File: src/rtl/time_of_day_counter_pkg.sv
// time_of_day_counter_pkg: shared mode encoding, field limits and binary-to-BCD helper
package time_of_day_counter_pkg;
  localparam logic MODE_12H = 1'b0;
  localparam logic MODE_24H = 1'b1;
  localparam int HR_MAX  = 23;
  localparam int MIN_MAX = 59;
  localparam int SEC_MAX = 59;
  function automatic logic [7:0] to_bcd(input logic [5:0] v);
    logic [3:0] t;
    t = v >= 6'd50 ? 4'd5 : v >= 6'd40 ? 4'd4 : v >= 6'd30 ? 4'd3 :
        v >= 6'd20 ? 4'd2 : v >= 6'd10 ? 4'd1 : 4'd0;
    return {t, 4'(v - 6'(t) * 6'd10)};
  endfunction
endpackage

File: src/rtl/time_of_day_counter_bcd.sv
// bcd_mod_counter: two-digit BCD counter wrapping at MOD_TENS:MOD_ONES with carry-out
module bcd_mod_counter #(
  parameter int MOD_TENS = 5,
  parameter int MOD_ONES = 9
) (
  input  logic       clk_100hz,
  input  logic       rst,
  input  logic       inc,
  input  logic       load,
  input  logic [3:0] load_tens,
  input  logic [3:0] load_ones,
  output logic [3:0] tens,
  output logic [3:0] ones,
  output logic       carry
);
  logic term;
  assign term  = tens == 4'(MOD_TENS) && ones == 4'(MOD_ONES);
  assign carry = inc && term;
  always_ff @(posedge clk_100hz or negedge rst)
    if (!rst) begin
      tens <= '0;
      ones <= '0;
    end else if (load) begin
      tens <= load_tens;
      ones <= load_ones;
    end else if (inc) begin
      tens <= term ? 4'd0 : ones == 4'd9 ? tens + 4'd1 : tens;
      ones <= term || ones == 4'd9 ? 4'd0 : ones + 4'd1;
    end
endmodule

File: src/rtl/time_of_day_counter.sv
// time_of_day_counter: canonical 24h BCD clock with registered 12h/24h display digits
module time_of_day_counter
  import time_of_day_counter_pkg::*;
#(
  parameter int TICKS_PER_SEC = 100
) (
  input  logic       clk_100hz,
  input  logic       rst,
  input  logic       mode,
  input  logic       run,
  input  logic       load,
  input  logic [4:0] load_hr,
  input  logic [5:0] load_min,
  output logic [3:0] hr_tens,
  output logic [3:0] hr_ones,
  output logic [3:0] min_tens,
  output logic [3:0] min_ones,
  output logic [3:0] sec_tens,
  output logic [3:0] sec_ones,
  output logic       pm,
  output logic       sec_tick
);
  localparam int PW = TICKS_PER_SEC > 1 ? $clog2(TICKS_PER_SEC) : 1;
  logic [PW-1:0] presc;
  logic load_ok, tick, sec_carry, min_carry, hr_term;
  logic [3:0] st, so, mt, mo, ht, ho;
  logic [4:0] h24, h12;
  logic [7:0] lmin, lhr, d12;
  assign load_ok = load && load_hr <= 5'(HR_MAX) && load_min <= 6'(MIN_MAX);
  assign tick    = run && !load_ok && presc == PW'(TICKS_PER_SEC - 1);
  assign lmin    = to_bcd(load_min);
  assign lhr     = to_bcd({1'b0, load_hr});
  assign h24     = 5'(ht) * 5'd10 + 5'(ho);
  assign hr_term = h24 == 5'(HR_MAX);
  assign h12     = h24 == 5'd0 ? 5'd12 : h24 > 5'd12 ? h24 - 5'd12 : h24;
  assign d12     = to_bcd({1'b0, h12});
  always_ff @(posedge clk_100hz or negedge rst)
    if (!rst) presc <= '0;
    else if (load_ok || tick) presc <= '0;
    else if (run) presc <= presc + PW'(1);
  bcd_mod_counter #(.MOD_TENS(SEC_MAX / 10), .MOD_ONES(SEC_MAX % 10)) u_sec (
    .clk_100hz(clk_100hz), .rst(rst), .inc(tick), .load(load_ok),
    .load_tens(4'd0), .load_ones(4'd0), .tens(st), .ones(so), .carry(sec_carry)
  );
  bcd_mod_counter #(.MOD_TENS(MIN_MAX / 10), .MOD_ONES(MIN_MAX % 10)) u_min (
    .clk_100hz(clk_100hz), .rst(rst), .inc(sec_carry), .load(load_ok),
    .load_tens(lmin[7:4]), .load_ones(lmin[3:0]), .tens(mt), .ones(mo), .carry(min_carry)
  );
  always_ff @(posedge clk_100hz or negedge rst)
    if (!rst) begin
      ht <= '0;
      ho <= '0;
    end else if (load_ok) begin
      ht <= lhr[7:4];
      ho <= lhr[3:0];
    end else if (min_carry) begin
      ht <= hr_term ? 4'd0 : ho == 4'd9 ? ht + 4'd1 : ht;
      ho <= hr_term || ho == 4'd9 ? 4'd0 : ho + 4'd1;
    end
  // Display registers sample the canonical count, so digits trail the count by one cycle.
  always_ff @(posedge clk_100hz or negedge rst)
    if (!rst) begin
      {hr_tens, hr_ones, min_tens, min_ones, sec_tens, sec_ones} <= '0;
      pm       <= 1'b0;
      sec_tick <= 1'b0;
    end else begin
      hr_tens  <= mode == MODE_24H ? ht : d12[7:4];
      hr_ones  <= mode == MODE_24H ? ho : d12[3:0];
      min_tens <= mt;
      min_ones <= mo;
      sec_tens <= st;
      sec_ones <= so;
      pm       <= h24 >= 5'd12;
      sec_tick <= tick;
    end
endmodule

File: config.mk
export PLATFORM = sky130hd
export DESIGN_NAME = time_of_day_counter
export DESIGN_NICKNAME = d
export VERILOG_FILES = /design/src/rtl/time_of_day_counter_pkg.sv /design/src/rtl/time_of_day_counter_bcd.sv /design/src/rtl/time_of_day_counter.sv
export SDC_FILE = /design/constraint.sdc
export NUM_CORES = 1
export LEC_CHECK = 0
export CAP_MARGIN = 30
export CORE_ASPECT_RATIO = 1.1
export CORE_MARGIN = 10
export CORE_UTILIZATION = 50
export CTS_CLUSTER_DIAMETER = 100
export DETAILED_ROUTE_END_ITERATION = 8
export GPL_ROUTABILITY_DRIVEN = 0
export PLACE_DENSITY = 0.82
export REMOVE_ABC_BUFFERS = 1
export SYNTH_ARGS = -nofsm -noshare
export SYNTH_HDL_FRONTEND = slang
export SYNTH_SLANG_ARGS = --single-unit
File: constraint.sdc
create_clock -name clk_100hz -period 9.6 [get_ports clk_100hz]
set_input_delay 1.44 -clock clk_100hz [delete_from_list [all_inputs] [get_ports clk_100hz]]
set_output_delay 1.44 -clock clk_100hz [all_outputs]
set_load 0.1 [all_outputs]
==> results.md, run 1 <==
* Number of synthesis warnings at 0
* Netlist Area Pre-Place at 3230 µm²
* Post-synth ARST share at 100%
* Most frequent cell after synthesis: dfrtp_1
* PostCTS Resize Cnt at 0
* Root buffer cell: clkbuf_8
* WL met3 at 261 µm
* Vias per cell at 5.61
* Worst hold slack at 0.438 ns
* 1st-pass router iterations at 4
* Rows at 30
* CP startpoint kind: register
* Crit. End Element: register
* Final setup viols at 0
* DRC at 0
* DR vias at 2549
* Worst hold path type: register to register
* DRT met1 WL at 2930 µm
* CP arrival at 4.57 ns
* Synth cell types at 61
* Final Hold Fails at 0
* Number of port buffers at 41
* Fin Clk Skew at 0.00839 ns
* Syn avg cell area at 9.88 µm²
* Share of cells above drive strength 1 at 9.63%
* Initial DRC Count at about 160
* # IOs at 42
* CTS Buf Count at 9
* RSZ-0062 raised after global routing: no
* Storage cell area at around 1400 µm²
* Core ar. at 6230 µm²
* Crit Path Max Fanout at 7
* Yosys top cell area share at 44.2%
* Grt total ovfl at 0
* Peak Freq at 229 MHz
* Highest routing layer actually used: met4
* Final-stage net count at 409
* Vias in the first global route at 2523
* FILL cells at 516
* Status: complete, no violations
* Post-synth EDFFs at 0
* VDD IR max at 0.000289 V
* Max-slew violation count at 0
* Post-synth top cells: dfrtp_1 (57), nor2_1 (26), nand2_1 (25), o21ai_0 (25), a21oi_1 (24)
* Setup Fix Bufs, Post-CTS at 0
* Synth area leaders: dfrtp_1 (44%), ha_1 (7.7%), o21ai_0 (3.9%)
* Crit Path Class: register to register
* Post-Synthesis Cells at between 300 and 400
* Tot GR Track Use at 13.4%
* Synth Flop Type: dfrtp_1
* Clk_lat worst skew at 0.34 ns
* Leak at 1.77 nW
* Fin crit share at 45.4%
* Routed Antenna Nets at 0
* Clock sinks at 57
* Htree depth at 3
* Sequential-to-total area share from yosys stat at 44.2%
* Initial antenna violation count at 0
* Clock-pin transition on the worst setup and hold timing paths at 0.07 ns
* Leading area contributor after synthesis: dfrtp_1
* Area taken by multi-input logic gates at 1680 µm²
* Synthesis-stage register bit count at 57
* Metal2 WL at 3340 µm
* Post-DP HPWL at 4880 µm
* DIE AREA at between 10000 and 15000 µm²
* CTS tree: done
* ANT cells at 0
* Worst EP required at 9.81 ns
* Initial Util at 51.8%
* Setup TNS at 0 ns
* Cts hold-fix bufs at 0
* Max Cap Viol at 0
* First-pass GRT wire length at 11600 µm
* Synth-to-Final Area Change at 22.3%
* Routed WL at around 6600 µm
* Largest net degree at the start of global routing at 58
* Rel. slew slack at about a third
* Pwr/cell area at 345 nW/µm²
* Clock Path Buffers at 2
* WL/cell at 14.6 µm
* DIE HEIGHT at 104 µm
* Die W at 96.6 µm
* Final min period at 4.36 ns
* Worst Tran Pin Value at 0.996 ns
==> stage by stage <==
step	total power, mW	util (%)	cell area, µm²	setup slack, ns	std cells
6_report	1.36	63.4	3950	5.24	454
5_1_grt	1.46	63.4	3950	5.07	454
4_1_cts	1.37	63.4	3950	5.27	454
3_5_place_dp	1.07	59.2	3690	5.30	438
3_3_place_gp	1.05	59.2	3690	5.54	438
2_1_floorplan	0.905	-	3180	5.73	316
==> worst max-delay path: stages, from the launching register on <==
cell       delay [ns]
dfrtp_1          0.46
ha_1             0.32
ha_1             0.32
xor2_1           0.39
inv_2            0.11
ha_1             0.20
or2_2            0.27
a2111oi_0        0.46
a211oi_1         0.15
o31ai_1          0.16
mux2i_1          0.26
ha_1             0.16
inv_1            0.05
fa_1             0.40
a2111oi_0        0.40
nor3_1           0.11
==> where the power goes <==
part	switching, mW	leakage, nW	internal [mW]	total, mW
logic	0.479	0.901	0.261	0.740
registers	0.0455	0.740	0.290	0.335
clock network	0.0954	0.129	0.194	0.289
==> routing by layer <==
layer  global-route usage, %  vias up
met5                       0        -
met4                    5.80        0
met3                    4.12        9
met2                    22.9       45
met1                    14.9     1231
li1                        -     1264
==> worst paths after layout <==
check,start,to,slack [ns],cells after the start
setup reg to reg,ht[0],hr_ones[3],5.24,15
max in group asynchronous,rst,ht[3],7.91,2
setup / recovery,ht[0],hr_ones[3],5.24,15
min in group asynchronous,rst,u_min.tens[0],1.24,2
hold reg to reg,u_min.tens[3],min_tens[3],0.44,0
hold / removal,u_min.tens[3],min_tens[3],0.44,0
==> cell families after synthesis <==
group	count (synthesis)	share of synthesized area [%]
AOI/OAI and AO/OA	80	15.7
and+or+nand+nor	116	19.6
buffers and inverters	29	3.76
xor gates and xnor gates	12	3.68
muxes	7	2.29
adders and majority gates	26	10.8
DFF	57	44.2
==> cell usage in the layout (no fill, tap or decap), drive strengths merged, types with 5 or more instances in the layout <==
cell type / Yosys / final
inv: 18 / 18
or2: 6 / 6
xor2: 5 / 5
nor2: 26 / 26
nor3: 9 / 9
clkbuf: 8 / 12
and2: 5 / 5
o21ai: 25 / 25
xnor2: 6 / 6
nand2: 25 / 25
dfrtp: 57 / 57
ha: 20 / 20
clkdlybuf4s50: 0 / 40
a21oi: 26 / 26
nand3: 8 / 8
nand4: 6 / 6
==> registers in the layout, summed over array words and instances, names as in the netlist <==
signal,flops
pm,1
sec_tens,4
u_min.ones,4
sec_ones,4
hr_ones,4
min_tens,4
min_ones,4
hr_tens,4
u_sec.tens,4
ho,4
u_sec.ones,4
sec_tick,1
presc,7
ht,4
u_min.tens,4
==> layout make-up <==
| type | count | area share, % |
|---|---|---|
| repair buffers | 42 | 10.4 |
| well taps | 80 | 2.53 |
| clock inverters | 4 | 2.47 |
| multi-input cells | 241 | 42.6 |
| flip-flops and latches | 57 | 36.1 |
| inverters | 18 | 1.71 |
| clock buffers | 12 | 4.18 |
(Power assumes the default switching activity.)
==> inputs of run 2 (changes only) <==
clock period = 4.3 ns   (was 9.6 ns; I/O delays follow)
==> run 2 against run 1 <==
Count of clock-buffer cells in the layout fell by 1. Worst hold slack got worse by 0.19 ns. Wire length rose by 4.7%. Fmax rose by 6.8%. Non-clock buffer count rose by 2. Register-to-register slack got worse by 5.0 ns. Critical path depth did not move. Critical path type unchanged.
==> results.md, run 2 (synthesis results as in run 1) <==
* Status: complete, no violations
* Max reg flops at 7
* Routed Antenna Nets at 0
* Die W at 96.6 µm
* CTS Buf Count at 9
* Final-stage net count at 411
* Storage cell area at ~1400 µm²
* CP arrival at 4.29 ns
* Clock sinks at 57
* DRC at 0
* Root buffer cell: clkbuf_8
* Cts hold-fix bufs at 0
* Initial antenna violation count at 0
* Worst hold slack at 0.243 ns
* Clk_lat worst skew at 0.33 ns
* Worst r2r path cells at 15
* Clock Path Buffers at 2
* FILL cells at 485
* Pwr/cell area at 788 nW/µm²
* Worst R2R Start: ht[0]
* Final setup viols at 0
* DIE HEIGHT at 104 µm
* Cell total after placement at 439
* Post-Layout Cell Count at between 400 and 500
* Max Cap Viol at 0
* CTS tree: done
* First-pass GRT wire length at 11600 µm
* Crit. End Element: register
* Reg-to-Reg End: hr_ones[3]
* Setup slack, reg-to-reg at 0.21 ns
* Crit Path Max Fanout at 7
* Commonest non-fill, non-tap cell in the layout: dfrtp_1
* Fin Clk Skew at about 0.0086 ns
* Peak Freq at 245 MHz
* Final Hold Fails at 0
* Grt total ovfl at 0
* 1st-pass router iterations at 4
* Core ar. at about 6200 µm²
* Number of port buffers at 41
* Worst Tran Pin Value at 0.988 ns
* CP startpoint kind: register
* Rel. slew slack at 33.9%
* Most flop-heavy register: presc
* Commonest non-fill, non-tap cells in the layout: dfrtp_1 (57), clkdlybuf4s50_1 (40), nor2_1 (26)
* VDD IR max at 0.000680 V
* Initial Util at around half
* Tot GR Track Use at between 10 and 15%
* Max-slew violation count at 0
* Fin crit share at a little over nine tenths
* Area taken by multi-input logic gates at 1720 µm²
* DIE AREA at between 10000 and 15000 µm²
* # IOs at 42
* Worst EP required at 4.50 ns
* Share of cells above drive strength 1 at 11.4%
* Routed WL at 6950 µm
* Final worst slack at 0.214 ns
* Clock-pin transition on the worst setup and hold timing paths at 0.06 ns
* Post-DP HPWL at between 4000 and 5000 µm
* Synth-to-Final Area Change at 23.0%
* Worst slack, placed at 0.0421 ns
* ANT cells at 0
* Initial DRC Count at 140
* WL/cell at approximately 15 µm
* Largest net degree at the start of global routing at 40
* Htree depth at 3
* Crit Path Class: register to register
* Vias in the first global route at between 2000 and 3000
* Final min period at slightly above 4 ns
* Leak at 1.77 nW
* Vias per cell at 5.66
* DR vias at 2582
* Worst hold path type: primary input to asynchronous set/reset pin
* Rows at 30
==> run 2: worst max path at each step <==
stage	cells past startpoint	slack, ns	start	end
floorplan	15	0.43	ht[0]	hr_ones[3]
detailed placement	15	0.04	ht[0]	hr_ones[3]
finish	15	0.21	ht[0]	hr_ones[3]
global placement	15	0.24	ht[0]	hr_ones[3]
CTS	15	0.06	ht[0]	hr_ones[3]
global route	15	-0.01	ht[0]	hr_ones[3]
==> run 2: final cells by class <==
class	instances	share of cell area [%]
clock buffer	11	3.81
clock inverter	5	1.95
inverter	18	1.70
multi-input combinational	241	43.3
sequential	57	35.9
tap	80	2.52
timing repair buffer	44	10.8
==> run 2: where the power goes <==
| part | internal (mW) | leakage [nW] | switching [mW] |
|---|---|---|---|
| Sequential | 0.647 | 0.740 | 0.0946 |
| Combinational | 0.658 | 0.915 | 1.17 |
| Clock | 0.355 | 0.115 | 0.200 |
| Total | 1.66 | 1.77 | 1.47 |
==> run 2: timing repair <==
item	in CTS	in global routing
setup buffers	0	1
pin swaps	0	1
setup endpoints to repair	1	1
hold endpoints to repair	0	0
gates resized for setup	1	7
==> run 2: stage by stage <==
stage	area, µm²	utilization (%)	setup TNS (ns)	total power [mW]
after CTS	3930	63.1	0	2.99
after global placement	3700	59.3	0	2.35
after global routing	3970	63.8	-0.0129	3.35
after detailed placement	3700	59.3	0	2.40
final	3970	63.8	0	3.13
after floorplan	3180	-	0	2.02
==> run 2: critical path, cell delays in order, from the launching register on <==
cell and delay [ns]:
dfrtp_1 0.47, ha_1 0.35, ha_1 0.42, xor2_4 0.24
inv_2 0.10, ha_1 0.19, or2_2 0.28, a2111oi_2 0.35
a211oi_1 0.14, o31ai_2 0.13, mux2i_1 0.24, ha_1 0.17
inv_1 0.05, fa_1 0.42, a2111oi_2 0.32, nor3_1 0.10
==> run 2: metal layers <==
metal / global-route usage, % / up-vias / wire [µm]
met5: 0 / - / 0
met4: 6.22 / 0 / 154
met3: 3.79 / 16 / 273
met2: 23.4 / 63 / 3610
met1: 14.8 / 1250 / 2910
li1: - / 1253 / -
==> inputs of run 3 (changes only) <==
DONT_BUFFER_PORTS = 1   (was not set)
PLACE_DENSITY = 0.65   (was 0.82)
==> run 3 against run 2 <==
Clock skew decreased by 0.0023 ns. Register-to-register slack about the same. Sequential power increased by 52%. Largest cell class unchanged. Largest power group unchanged.
==> results.md, run 3 (synthesis results as in run 1) <==
* Largest net degree at the start of global routing at 53
* CTS tree: done
* Most flop-heavy register: presc
* ANT cells at 0
* Worst Tran Pin Value at 0.973 ns
* Max Cap Viol at 0
* Die W at ~97 µm
* WL/cell at 16.2 µm
* Final setup viols at 0
* Storage cell area at 1430 µm²
* Final-stage net count at around 370
* Routed Antenna Nets at 0
* Vias in the first global route at 2318
* Area taken by multi-input logic gates at between 1500 and 2000 µm²
* Clock Path Buffers at 2
* Pwr/cell area at 806 nW/µm²
* 1st-pass router iterations at 4
* DRC at 0
* Leak at between 1.5 and 2 nW
* Tot GR Track Use at a little over an eighth
* Htree depth at 3
* Share of cells above drive strength 1 at a little under an eighth
* DIE HEIGHT at around 100 µm
* Root buffer cell: clkbuf_8
* Number of port buffers at 0
* Post-DP HPWL at 4900 µm
* Crit Path Max Fanout at 8
* DIE AREA at 10100 µm²
* Setup TNS at 0 ns
* Final min period at 4.10 ns
* CTS Buf Count at 9
* Grt total ovfl at 0
* Synth-to-Final Area Change at 10.3%
* FILL cells at 561
* Clk_lat worst skew at 0.33 ns
* Routed WL at 6760 µm
* Rows at 30
* Commonest non-fill, non-tap cell in the layout: dfrtp_1
* Worst EP required at 4.50 ns
* Max-slew violation count at 0
* Max reg flops at 7
* Peak Freq at 244 MHz
* VDD IR max at 0.000860 V
* Fin Clk Skew at about 0.0063 ns
* Worst hold slack at 0.163 ns
* Fin crit share at between 90% and 100%
* Initial Util at 51.8%
* Rel. slew slack at 35.2%
* Initial antenna violation count at 0
* Clock-pin transition on the worst setup and hold timing paths at around 0.060 ns
* RSZ-0062 raised after global routing: no
* CP arrival at approximately 4.3 ns
* Core ar. at 6230 µm²
* Commonest non-fill, non-tap cells in the layout: dfrtp_1 (57), nor2_1 (26), nand2_1 (25), o21ai_0 (25), a21oi_1 (24)
* CP startpoint kind: register
* First-pass GRT wire length at ~12000 µm
* Vias per cell at 5.75
* DR vias at 2396
* Clock sinks at 57
* Crit. End Element: register
* Worst hold path type: primary input to asynchronous set/reset pin
* Initial DRC Count at 110
* Status: complete, no violations
* # IOs at 42
* Crit Path Class: register to register
* Final Hold Fails at 0
run 3: final cells by class:
type | count | share of cell area [%]
timing repair buffer | 5 | 1.76
inverter | 18 | 1.90
clock buffer | 14 | 4.85
sequential | 57 | 40.0
tap | 80 | 2.81
clock inverter | 2 | 0.983
multi-input combinational | 241 | 47.7
run 3: critical path, cell delays in order, from the launching register on:
cell and delay (ns):
dfrtp_1 0.45, ha_1 0.26, fa_2 0.62, inv_1 0.12, ha_1 0.22, or2_2 0.29, a2111oi_2 0.38, a211oi_1 0.14
o31ai_1 0.16, mux2i_1 0.24, ha_1 0.16, inv_1 0.05, fa_1 0.39, a2111oi_0 0.37, nor3_1 0.11
run 3: worst paths after layout:
path	startpoint	endpoint	slack, ns	cells past startpoint
max in group asynchronous	rst	ho[3]	3.51	1
setup reg to reg	ht[0]	hr_ones[3]	0.20	14
setup / recovery	ht[0]	hr_ones[3]	0.20	14
hold / removal	rst	sec_tens[0]	0.16	1
min in group clk_100hz	u_min.tens[3]	min_tens[3]	0.44	0
hold reg to reg	u_min.tens[3]	min_tens[3]	0.44	0
run 3: per-layer routing:
metal	vias up	GRT usage (%)	share of wire, %
li1	1181	-	-
met1	1156	16.8	47
met2	50	21.2	46
met3	9	4.52	5.2
met4	0	6.12	1.9
met5	-	0	0
run 3: repair_timing:
action / 4_1_cts / 5_1_grt
buffers inserted: 0 / 1
endpoints found under the hold margin: 52 / 0
setup endpoints to repair: 0 / 2
resized for setup: 0 / 4
hold buffers: 3 / 0
run 3: per-stage QoR:
stage                     instance area, µm²  worst slack (ns)  total power [mW]  instances  util [%]
final                                   3560             0.203              2.87        417      57.2
after floorplan                         3180             0.432              2.02        316         -
after detailed placement                3280            0.0659              2.27        397      52.7
after global routing                    3560           0.00464              3.09        417      57.2
after global placement                  3280             0.205              2.24        397      52.7
after CTS                               3540            0.0366              2.82        416      56.8
run 3: power by group:
group,internal (mW),switching (mW)
logic,0.538,0.693
clock network,0.315,0.201
registers,0.640,0.486
total,1.49,1.38
